<file path="src/rtl/pitcher_pkg.sv">
// pitcher_pkg: shared types and default constants for the pitcher scheduler.
//   state_t       scheduler FSM states
//   CLK_HZ        system clock frequency
//   *_DEF         default parameter values for pitcher_scheduler
//   cnt_width()   width of a counter that must hold 0..max_val (min 1 bit)
package pitcher_pkg;

    localparam int unsigned CLK_HZ          = 50_000_000;
    localparam int unsigned TIMEOUT_CYC_DEF = 4 * CLK_HZ;
    localparam int unsigned GAP_CYC_DEF     = 50;
    localparam int unsigned N_REQ_DEF       = 4;

    typedef enum logic [2:0] {
        IDLE,
        GRANT,
        ASK,
        WAIT,
        GAP
    } state_t;

    function automatic int unsigned cnt_width(input int unsigned max_val);
        return (max_val == 0) ? 1 : $clog2(max_val + 1);
    endfunction

endpackage

</file>
<file path="src/rtl/pitcher_scheduler_if.sv">
// pitcher_scheduler_if: requester and pitcher signals of the scheduler.
//   req          requester level requests (held until ack/tout)
//   ack / tout   one-hot completion / timeout pulses back to the requesters
//   res          result bit of the last completed transaction
//   busy         scheduler occupied (grant through gap)
//   ask          single-cycle start pulse to the pitcher
//   pitch_done   single-cycle completion pulse from the pitcher
//   pitch_result pitcher result bit, valid with pitch_done
// master: requester/pitcher side; slave: scheduler side.
interface pitcher_scheduler_if #(
    parameter int unsigned N_REQ = 4
);
    logic [N_REQ-1:0] req;
    logic [N_REQ-1:0] ack;
    logic [N_REQ-1:0] tout;
    logic             res;
    logic             busy;
    logic             ask;
    logic             pitch_done;
    logic             pitch_result;

    modport master (
        output req, pitch_done, pitch_result,
        input  ack, tout, res, busy, ask
    );

    modport slave (
        input  req, pitch_done, pitch_result,
        output ack, tout, res, busy, ask
    );
endinterface

</file>
<file path="src/rtl/rr_arbiter.sv">
// rr_arbiter: combinational round-robin arbiter.
//   i_req  request vector
//   i_ptr  highest-priority requester index this round
//   o_gnt  one-hot grant (all zero when no request)
//   o_idx  index of the granted requester
module rr_arbiter #(
    parameter  int unsigned N  = 4,
    localparam int unsigned IW = (N > 1) ? $clog2(N) : 1
) (
    input  logic [N-1:0]  i_req,
    input  logic [IW-1:0] i_ptr,
    output logic [N-1:0]  o_gnt,
    output logic [IW-1:0] o_idx
);
    logic [31:0] w_dist;
    logic [31:0] w_best;

    always_comb begin
        o_gnt  = '0;
        o_idx  = '0;
        w_dist = '0;
        w_best = N;
        for (int unsigned j = 0; j < N; j++) begin
            // upward distance from the pointer with wrap; nearest requester wins
            w_dist = (j + N - 32'(i_ptr)) % N;
            if (i_req[IW'(j)] && (w_dist < w_best)) begin
                w_best        = w_dist;
                o_gnt         = '0;
                o_gnt[IW'(j)] = 1'b1;
                o_idx         = IW'(j);
            end
        end
    end
endmodule

</file>
<file path="src/rtl/pitcher_scheduler.sv">
// pitcher_scheduler: shares one blockpitcher between N_REQ requesters.
// Round-robin grant, single-cycle ask, waits for pitch_done (or timeout),
// returns the result to the winner, then forces an idle gap.
//   clk    system clock
//   rst_n  asynchronous active-low reset (release synchronised internally)
//   bus    pitcher_scheduler_if.slave: req/ack/tout/res/busy/ask/pitch_done/pitch_result
module pitcher_scheduler
    import pitcher_pkg::*;
#(
    parameter int unsigned N_REQ       = N_REQ_DEF,
    parameter int unsigned TIMEOUT_CYC = TIMEOUT_CYC_DEF,
    parameter int unsigned GAP_CYC     = GAP_CYC_DEF
) (
    input  logic               clk,
    input  logic               rst_n,
    pitcher_scheduler_if.slave bus
);
    localparam int unsigned IW = (N_REQ > 1) ? $clog2(N_REQ) : 1;
    localparam int unsigned TW = cnt_width(TIMEOUT_CYC);
    localparam int unsigned GW = cnt_width(GAP_CYC);
    localparam logic [TW-1:0] TO_LAST  = TW'(TIMEOUT_CYC - 1);
    localparam logic [GW-1:0] GAP_LAST = GW'(GAP_CYC - 1);

    logic [1:0]       r_rst_sync;
    logic             w_rst_n;
    state_t           r_state;
    state_t           w_state_nxt;
    logic [N_REQ-1:0] w_gnt;
    logic [IW-1:0]    w_gnt_idx;
    logic [N_REQ-1:0] r_sel;
    logic [IW-1:0]    r_ptr;
    logic [TW-1:0]    r_to_cnt;
    logic [GW-1:0]    r_gap_cnt;
    logic [N_REQ-1:0] r_ack;
    logic [N_REQ-1:0] r_tout;
    logic             r_res;
    logic             w_done;
    logic             w_timeout;

    // Every assertion clears both stages, so a bouncing release restarts the count.
    always_ff @(posedge clk or negedge rst_n) begin
        if (!rst_n) r_rst_sync <= '0;
        else        r_rst_sync <= {r_rst_sync[0], 1'b1};
    end
    assign w_rst_n = r_rst_sync[1];

    rr_arbiter #(.N(N_REQ)) u_arb (
        .i_req (bus.req),
        .i_ptr (r_ptr),
        .o_gnt (w_gnt),
        .o_idx (w_gnt_idx)
    );

    always_ff @(posedge clk or negedge w_rst_n) begin
        if (!w_rst_n) r_state <= IDLE;
        else          r_state <= w_state_nxt;
    end

    always_comb begin
        w_state_nxt = r_state;
        w_done      = 1'b0;
        w_timeout   = 1'b0;
        unique case (r_state)
            IDLE:  if (|w_gnt) w_state_nxt = GRANT;
            GRANT: w_state_nxt = ASK;
            ASK:   w_state_nxt = WAIT;
            WAIT: begin
                // pitch_done takes priority over a timeout on the same cycle
                if (bus.pitch_done) begin
                    w_done      = 1'b1;
                    w_state_nxt = GAP;
                end else if ((TIMEOUT_CYC != 0) && (r_to_cnt >= TO_LAST)) begin
                    w_timeout   = 1'b1;
                    w_state_nxt = GAP;
                end
            end
            GAP: begin
                if ((GAP_CYC == 0) || (r_gap_cnt >= GAP_LAST)) w_state_nxt = IDLE;
            end
            default: w_state_nxt = IDLE;
        endcase
    end

    always_ff @(posedge clk or negedge w_rst_n) begin
        if (!w_rst_n) begin
            r_sel     <= '0;
            r_ptr     <= '0;
            r_to_cnt  <= '0;
            r_gap_cnt <= '0;
            r_ack     <= '0;
            r_tout    <= '0;
            r_res     <= 1'b0;
        end else begin
            r_ack  <= w_done    ? r_sel : '0;
            r_tout <= w_timeout ? r_sel : '0;
            if (w_done) r_res <= bus.pitch_result;
            if ((r_state == IDLE) && (|w_gnt)) begin
                r_sel <= w_gnt;
                r_ptr <= (32'(w_gnt_idx) == N_REQ - 1) ? '0 : w_gnt_idx + 1'b1;
            end
            // Cleared on the GRANT->ASK edge so the ask cycle counts as 0:
            // the timeout pulse then lands exactly TIMEOUT_CYC cycles after ask.
            if (r_state == GRANT)      r_to_cnt <= '0;
            else if (r_to_cnt != '1)   r_to_cnt <= r_to_cnt + 1'b1;
            if (r_state == WAIT)       r_gap_cnt <= '0;
            else if (r_gap_cnt != '1)  r_gap_cnt <= r_gap_cnt + 1'b1;
        end
    end

    assign bus.ask  = (r_state == ASK);
    assign bus.busy = (r_state != IDLE);
    assign bus.ack  = r_ack;
    assign bus.tout = r_tout;
    assign bus.res  = r_res;

endmodule

</file>
<file path="src/flat_wrapper.sv">
// flat-port wrapper written by rule: the top's interface ports become plain ports
module pitcher_scheduler_flat import pitcher_pkg::*;
#(
    parameter int unsigned N_REQ       = N_REQ_DEF,
    parameter int unsigned TIMEOUT_CYC = TIMEOUT_CYC_DEF,
    parameter int unsigned GAP_CYC     = GAP_CYC_DEF
)
  (clk, rst_n, bus_req, bus_pitch_done, bus_pitch_result, bus_ack, bus_tout, bus_res, bus_busy, bus_ask);
  pitcher_scheduler_if #(.N_REQ(N_REQ)) bus_i ();
  input  logic clk;
  input  logic rst_n;
  input wire logic [$bits(bus_i.req)-1:0] bus_req;
  input wire logic [$bits(bus_i.pitch_done)-1:0] bus_pitch_done;
  input wire logic [$bits(bus_i.pitch_result)-1:0] bus_pitch_result;
  output wire logic [$bits(bus_i.ack)-1:0] bus_ack;
  output wire logic [$bits(bus_i.tout)-1:0] bus_tout;
  output wire logic [$bits(bus_i.res)-1:0] bus_res;
  output wire logic [$bits(bus_i.busy)-1:0] bus_busy;
  output wire logic [$bits(bus_i.ask)-1:0] bus_ask;
  assign bus_i.req = bus_req;
  assign bus_i.pitch_done = bus_pitch_done;
  assign bus_i.pitch_result = bus_pitch_result;
  assign bus_ack = bus_i.ack;
  assign bus_tout = bus_i.tout;
  assign bus_res = bus_i.res;
  assign bus_busy = bus_i.busy;
  assign bus_ask = bus_i.ask;
  pitcher_scheduler #(.N_REQ(N_REQ), .TIMEOUT_CYC(TIMEOUT_CYC), .GAP_CYC(GAP_CYC)) u_core (.clk(clk), .rst_n(rst_n), .bus(bus_i));
endmodule
</file>
<file path="config.mk">
export PLATFORM = sky130hd
export DESIGN_NAME = pitcher_scheduler_flat
export DESIGN_NICKNAME = d
export VERILOG_FILES = /design/src/rtl/pitcher_pkg.sv /design/src/rtl/pitcher_scheduler_if.sv /design/src/rtl/rr_arbiter.sv /design/src/rtl/pitcher_scheduler.sv /design/src/flat_wrapper.sv
export SDC_FILE = /design/constraint.sdc
export NUM_CORES = 1
export LEC_CHECK = 0
export BUFFER_PORTS_ARGS = -buffer_cell sky130_fd_sc_hd__buf_2
export CORE_MARGIN = 1.5
export CORE_UTILIZATION = 45
export CTS_BUF_LIST = sky130_fd_sc_hd__clkbuf_16
export CTS_CLUSTER_SIZE = 10
export DETAILED_ROUTE_END_ITERATION = 8
export PLACE_DENSITY = 0.69
export REMOVE_ABC_BUFFERS = 1
export SKIP_LAST_GASP = 1
export SLEW_MARGIN = 20
export SYNTH_ARGS = -nofsm -noshare
export SYNTH_HDL_FRONTEND = slang
export SYNTH_HIERARCHICAL = 1
export SYNTH_SLANG_ARGS = --single-unit
</file>
<file path="constraint.sdc">
create_clock -name clk -period 4.1 [get_ports clk]
set_input_delay 0.205 -clock clk [delete_from_list [all_inputs] [get_ports clk]]
set_output_delay 0.205 -clock clk [all_outputs]
set_load 0.02 [all_outputs]
</file>
==> metrics, run 1 <==
htree depth=2; RSZ-0062 raised after global routing=false; Die Y=between 80 and 90 um; number of port buffers=18; Post-synth EDFFs=0; R2R setup slack=350 ps; sw frac=about 37%; CP endpoint kind=register; Pint=1180 uW; Reg clk slew, reported paths=70 ps; Initial Util=47.5%; clk_lat worst skew=290 ps; final setup violation count=0; DRC viols=0; final hold vios=0; core area=~6500 um2; Worst Clk Skew=4.59 ps; Via density=6.06; Crit Path Max Fanout=8; Synth area leaders=dfrtp_1, nand2_1, nand3_1; CP startpoint kind=register; post-CTS setup buffers=0; fmax=approximately 0.27 GHz; Rows=29; worst min-delay path class=in -> reg; Inserted Clock Buffers=5; Synth area leader=dfrtp_1; Clock Sinks=54; CP required=4280 ps; Global Route Usage Sum=between 10% and 20%; Final #Nets=364; full die area=7330 um2; CP arrival=3930 ps; Power per Cell Area=around 550 nW/um2; Slew @ Worst Pin=1040 ps; Mapped Area=3070 um2; final-layout fill cell count=620; largest net degree at the start of global routing=between 50 and 60; Initial DRC Count=178; Yosys top cell area share=44.0%; NetSw=695 uW; Seq cells post-synth=54; first-pass GRT wire length=11600 um; drt first pass iters=4; most frequent cell after synthesis=dfrtp_1; Clk pwr share=25.9%; CTS max path bufs=2; Reg area=1350 um2; max-slew violation count=0; total wire length=6760 um; initial antenna violation count=0; synth warn=6; layout cells sized above 1=13.7%; DRT antenna net count=0; top cells by count, synth=dfrtp_1, nand2_1, nand3_1, a21oi_1, nor2_1; Placer Congestion=roughly 0.86; TNS Setup=0 ps; Placed Cells=around 420; Syn Area/Cell=roughly 9 um2; Boundary Pins=19; slew margin rel.=30.9%; register area share after synthesis=44.0%; drt wl/cell=around 16 um; min Tclk post-route=between 3000 and 4000 ps; Yosys cell types=58; Final Non-Filler Cells=427; Area growth syn-to-layout=10.6%; status=finished clean; Die X=85.6 um; vias in the first global route=2477; via count=between 2000 and 3000; Post-Syn Instances=333; root buf cell=clkbuf_16; period utilization=91.4%; area of the multi-input gates=about 1600 um2; WS Path Type=reg -> reg; maxcap violations=0; Leak=0.00143 uW; register share of total power=between 30% and 40%; CTS tree=built; combinational share of power=approximately a third; post-synthesis async set-or-reset flop share=100%; ant diodes=0; most common flop cell mapped by yosys=dfrtp_1; HPWL after DPL=roughly 4700 um; peak supply drop=0.425 mV; remaining global-route overflow=0
-- registers in the layout, indices dropped and copies added, names as in the netlist --
signal,cells
u_core/bus.ack,4
u_core/bus.res,1
u_core/bus.tout,4
u_core/r_gap_cnt,6
u_core/r_ptr,2
u_core/r_rst_sync,2
u_core/r_sel,4
u_core/r_state,3
u_core/r_to_cnt,28
-- power groups by stage --
stage / Combinational [uW] / Sequential [uW] / Clock [uW]
4_1_cts: 651 / 737 / 499
3_5_place_dp: 648 / 747 / 0
5_1_grt: 732 / 760 / 517
3_3_place_gp: 618 / 742 / 0
6_report: 648 / 739 / 484
2_1_floorplan: 484 / 739 / 0
-- cells by family (layout without fill, tap and decap cells) --
family	count (synthesis)	in the layout	synth area share, %
buf+inv	25	42	3.46
other cells	1	1	0.122
simple gates	166	166	31.3
compound gates	71	71	15.5
flops	54	54	44.0
fa+ha+maj	7	7	2.85
mux	3	3	1.06
xor+xnor	6	6	1.71
-- final cells by class --
| class | instances | area share [%] |
|---|---|---|
| clock inverters | 3 | 1.25 |
| multi-input cells | 254 | 47.5 |
| flip-flops and latches | 54 | 39.9 |
| repair buffers | 21 | 3.39 |
| well taps | 77 | 2.84 |
| inverters | 13 | 1.44 |
| clock buffers | 5 | 3.69 |
-- worst paths after layout --
kind | start | end | depth (start not counted)
min reg2reg | u_core/r_rst_sync[1]$_DFF_PN0_ | u_core/r_to_cnt[1]$_DFFE_PN0P_ | 1
max reg2reg | u_core/r_ptr[0]$_DFFE_PN0P_ | u_core/r_ptr[1]$_DFFE_PN0P_ | 16
min in group asynchronous | rst_n | u_core/r_rst_sync[1]$_DFF_PN0_ | 2
min | bus_pitch_result | u_core/bus.res$_DFFE_PN0P_ | 2
max | u_core/r_ptr[0]$_DFFE_PN0P_ | u_core/r_ptr[1]$_DFFE_PN0P_ | 16
max in group asynchronous | u_core/r_rst_sync[1]$_DFF_PN0_ | u_core/r_ptr[0]$_DFFE_PN0P_ | 1
-- critical path, cell delays in order (launching register included) --
cell      delay, ps
dfrtp_2         450
inv_1            80
nor3_1          190
o21ai_1         130
ha_1            330
o22ai_2         100
o21ai_4         200
nor2_1           80
a21o_1          160
ha_1            280
nand2b_1        110
a31oi_2         130
a21oi_2         180
nor2_1           80
or4_1           540
nand2_1         230
mux2_2          360
-- layout by cell type (no fill, tap or decap), drive strengths merged, types with 10 or more instances in the layout --
cell type	instances
nand3	23
nor3	17
o21ai	17
nor2	19
a21oi	21
or4	12
buf	20
dfrtp	54
and3	10
nand2	36
nand4	12
inv	14
-- metal layers --
metal / global-route usage (%) / vias to the layer above / part of all wire [%]
met5: 0 / - / 0
met4: 4.99 / 0 / 0.84
met3: 4.14 / 6 / 3.9
met2: 32.6 / 54 / 48
met1: 26.5 / 1253 / 47
li1: - / 1273 / -
-- what timing repair did --
item,CTS,global route
resized for setup,0,1
hold buffers,1,0
endpoints found under the setup margin,0,1
hold endpoints to repair,2,0
-- per-stage QoR --
stage | hold WS (ps) | instance area, um2 | power (uW) | util [%] | setup WS [ps]
after global placement | -10.3 | 3220 | 1360 | 49.8 | 507
after CTS | 145 | 3390 | 1890 | 52.5 | 285
after detailed placement | 0.626 | 3220 | 1400 | 49.8 | 301
final | 148 | 3390 | 1870 | 52.6 | 354
after global routing | 147 | 3390 | 2010 | 52.6 | 73.1
after floorplan | -90.6 | 3010 | 1220 | - | 659
Note: power is estimated with default switching activity, not from simulation.
==> run 2: changes to the inputs <==
- SYNTH_HIERARCHICAL: 1 -> unset
==> run 2 against run 1 <==
Flip-flop and latch count stayed put. Critical path depth is 2 lower. Global-route usage decreased by 1.2 points. Combinational power down 11%. Critical endpoint is now u_core.r_sel[3]$_DFFE_PN0P_. Largest power group unchanged. Highest routed layer unchanged.
==> metrics, run 2 <==
CTS tree=built; CP startpoint kind=register; clk_lat worst skew=290 ps; initial antenna violation count=0; final hold vios=0; HPWL after DPL=4390 um; register area share after synthesis=45.5%; min Tclk post-route=2990 ps; Boundary Pins=19; most frequent cell after synthesis=dfrtp_1; Post-Syn Instances=304; top cells by count, synth=dfrtp_1, nor2_1, nand2_1, xnor2_1, nand3_1; most common flop cell mapped by yosys=dfrtp_1; max-slew violation count=0; Final #Nets=341; layout cells sized above 1=between 10% and 20%; status=finished clean; ant diodes=0; post-CTS setup buffers=0; final setup violation count=0; commonest non-fill, non-tap cell in the layout=dfrtp_1; Via density=5.90; RSZ-0062 raised after global routing=false; Resized Gates After CTS=0; Leak=around 0.0015 uW; peak supply drop=between 0.3 and 0.4 mV; CP arrival=about 3200 ps; Die X=around 84 um; Synth area leaders=dfrtp_1, xnor2_1, nor2_1; total wire length=6070 um; Initial Util=46.8%; fmax=~0.33 GHz; Synth area leader=dfrtp_1; TNS Setup=0 ps; Inserted Clock Buffers=5; Crit Path Max Fanout=5; period utilization=73.0%; post-synthesis async set-or-reset flop share=100%; Placer Congestion=0.904; Yosys top cell area share=45.5%; full die area=7100 um2; core area=6350 um2; drt first pass iters=4; Reg clk slew, reported paths=70 ps; Largest regs=u_core.r_to_cnt x28, u_core.r_gap_cnt x6; via count=2391; remaining global-route overflow=0; synth warn=0; Largest Register=u_core.r_to_cnt; Die Y=84.3 um; Slew @ Worst Pin=659 ps; first-pass GRT wire length=11000 um; htree depth=2; Area growth syn-to-layout=11.5%; DRT antenna net count=0; Setup WS pre-CTS=1160 ps; Worst Clk Skew=around 4.6 ps; Finished Cell Area=3310 um2; Rows=29; Power per Cell Area=520 nW/um2; Clock Sinks=54; Seq cells post-synth=54; root buf cell=clkbuf_16; maxcap violations=0; CTS max path bufs=2; max reg flops=28; worst min-delay path class=in -> reg; Post-synth EDFFs=0; Yosys cell types=58; hold_ws=138 ps; Mapped Area=2970 um2; Core Util, Final=between 50% and 60%; Global Route Usage Sum=18.5%; Syn Area/Cell=between 9 and 10 um2; hold-fix buffers at CTS=1; DRC viols=0; largest net degree at the start of global routing=53; slew margin rel.=56.1%; number of port buffers=18; CP required=4310 ps; most frequent cells in the layout=dfrtp_1, nor2_1, nand2_1, buf_2, xnor2_1; drt wl/cell=15.0 um; CP endpoint kind=register; WS Path Type=reg -> reg; Initial DRC Count=142; vias in the first global route=2336; setup ws final=approximately 1100 ps; Cell Area, Placed=between 3000 and 4000 um2
[run 2: power by group]
part	internal, uW	total, uW	leakage (uW)	switching, uW
Sequential	625	732	0.000721	107
Clock	226	411	0.0000714	185
Combinational	225	578	0.000698	354
Total	1080	1720	0.00149	646
[run 2: path summary, 6_finish.rpt]
check	start	to	slack, ps	cells past startpoint
max	u_core.r_ptr[1]$_DFFE_PN0P_	u_core.r_sel[3]$_DFFE_PN0P_	1110	14
min	bus_pitch_result	u_core.bus.res$_DFFE_PN0P_	140	2
max reg2reg	u_core.r_ptr[1]$_DFFE_PN0P_	u_core.r_sel[3]$_DFFE_PN0P_	1110	14
min reg2reg	u_core.r_rst_sync[1]$_DFF_PN0_	u_core.r_to_cnt[5]$_DFFE_PN0P_	350	0
max in group asynchronous	u_core.r_rst_sync[1]$_DFF_PN0_	u_core.bus.tout[3]$_DFF_PN0_	3290	0
min in group asynchronous	rst_n	u_core.r_rst_sync[1]$_DFF_PN0_	220	2
[run 2: final cells by class]
cell class | count | area (um2)
flip-flops and latches | 54 | 1360
clock buffers | 5 | 125
repair buffers | 20 | 108
fillers | 566 | 3040
inverters | 11 | 41.3
well taps | 77 | 96.3
clock inverters | 3 | 21.3
multi-input cells | 235 | 1570
[run 2: cell families after synthesis]
group           synth area share, %
simple gates                   29.6
other cells                   0.126
xor+xnor                       6.19
buf+inv                        1.98
compound gates                 13.4
fa+ha+maj                      2.53
flops                          45.5
mux                           0.716
[run 2: per-layer routing]
| metal | global-route usage [%] | vias to the layer above | part of all wire (%) |
|---|---|---|---|
| li1 | - | 1171 | - |
| met1 | 27.0 | 1169 | 50 |
| met2 | 27.3 | 43 | 45 |
| met3 | 4.03 | 8 | 3.7 |
| met4 | 5.96 | 0 | 1.3 |
| met5 | 0 | - | 0 |
[run 2: critical path, cell delays in order, from the launching register on]
cell      delay [ps]
dfrtp_1          420
nand2b_1         190
nor2_1            90
o21ai_0           70
o21a_1           130
ha_1             200
o21a_1           170
o22ai_1          230
nand2_1          160
a21o_1           210
ha_1             280
nor2b_1          150
o21ai_0          200
a21boi_1         220
a21boi_0         190
[run 2: metrics by stage]
stage | power, uW | std cells
2_1_floorplan | 1150 | 300
3_3_place_gp | 1300 | 396
3_5_place_dp | 1320 | 396
4_1_cts | 1740 | 405
5_1_grt | 1860 | 405
6_report | 1720 | 405
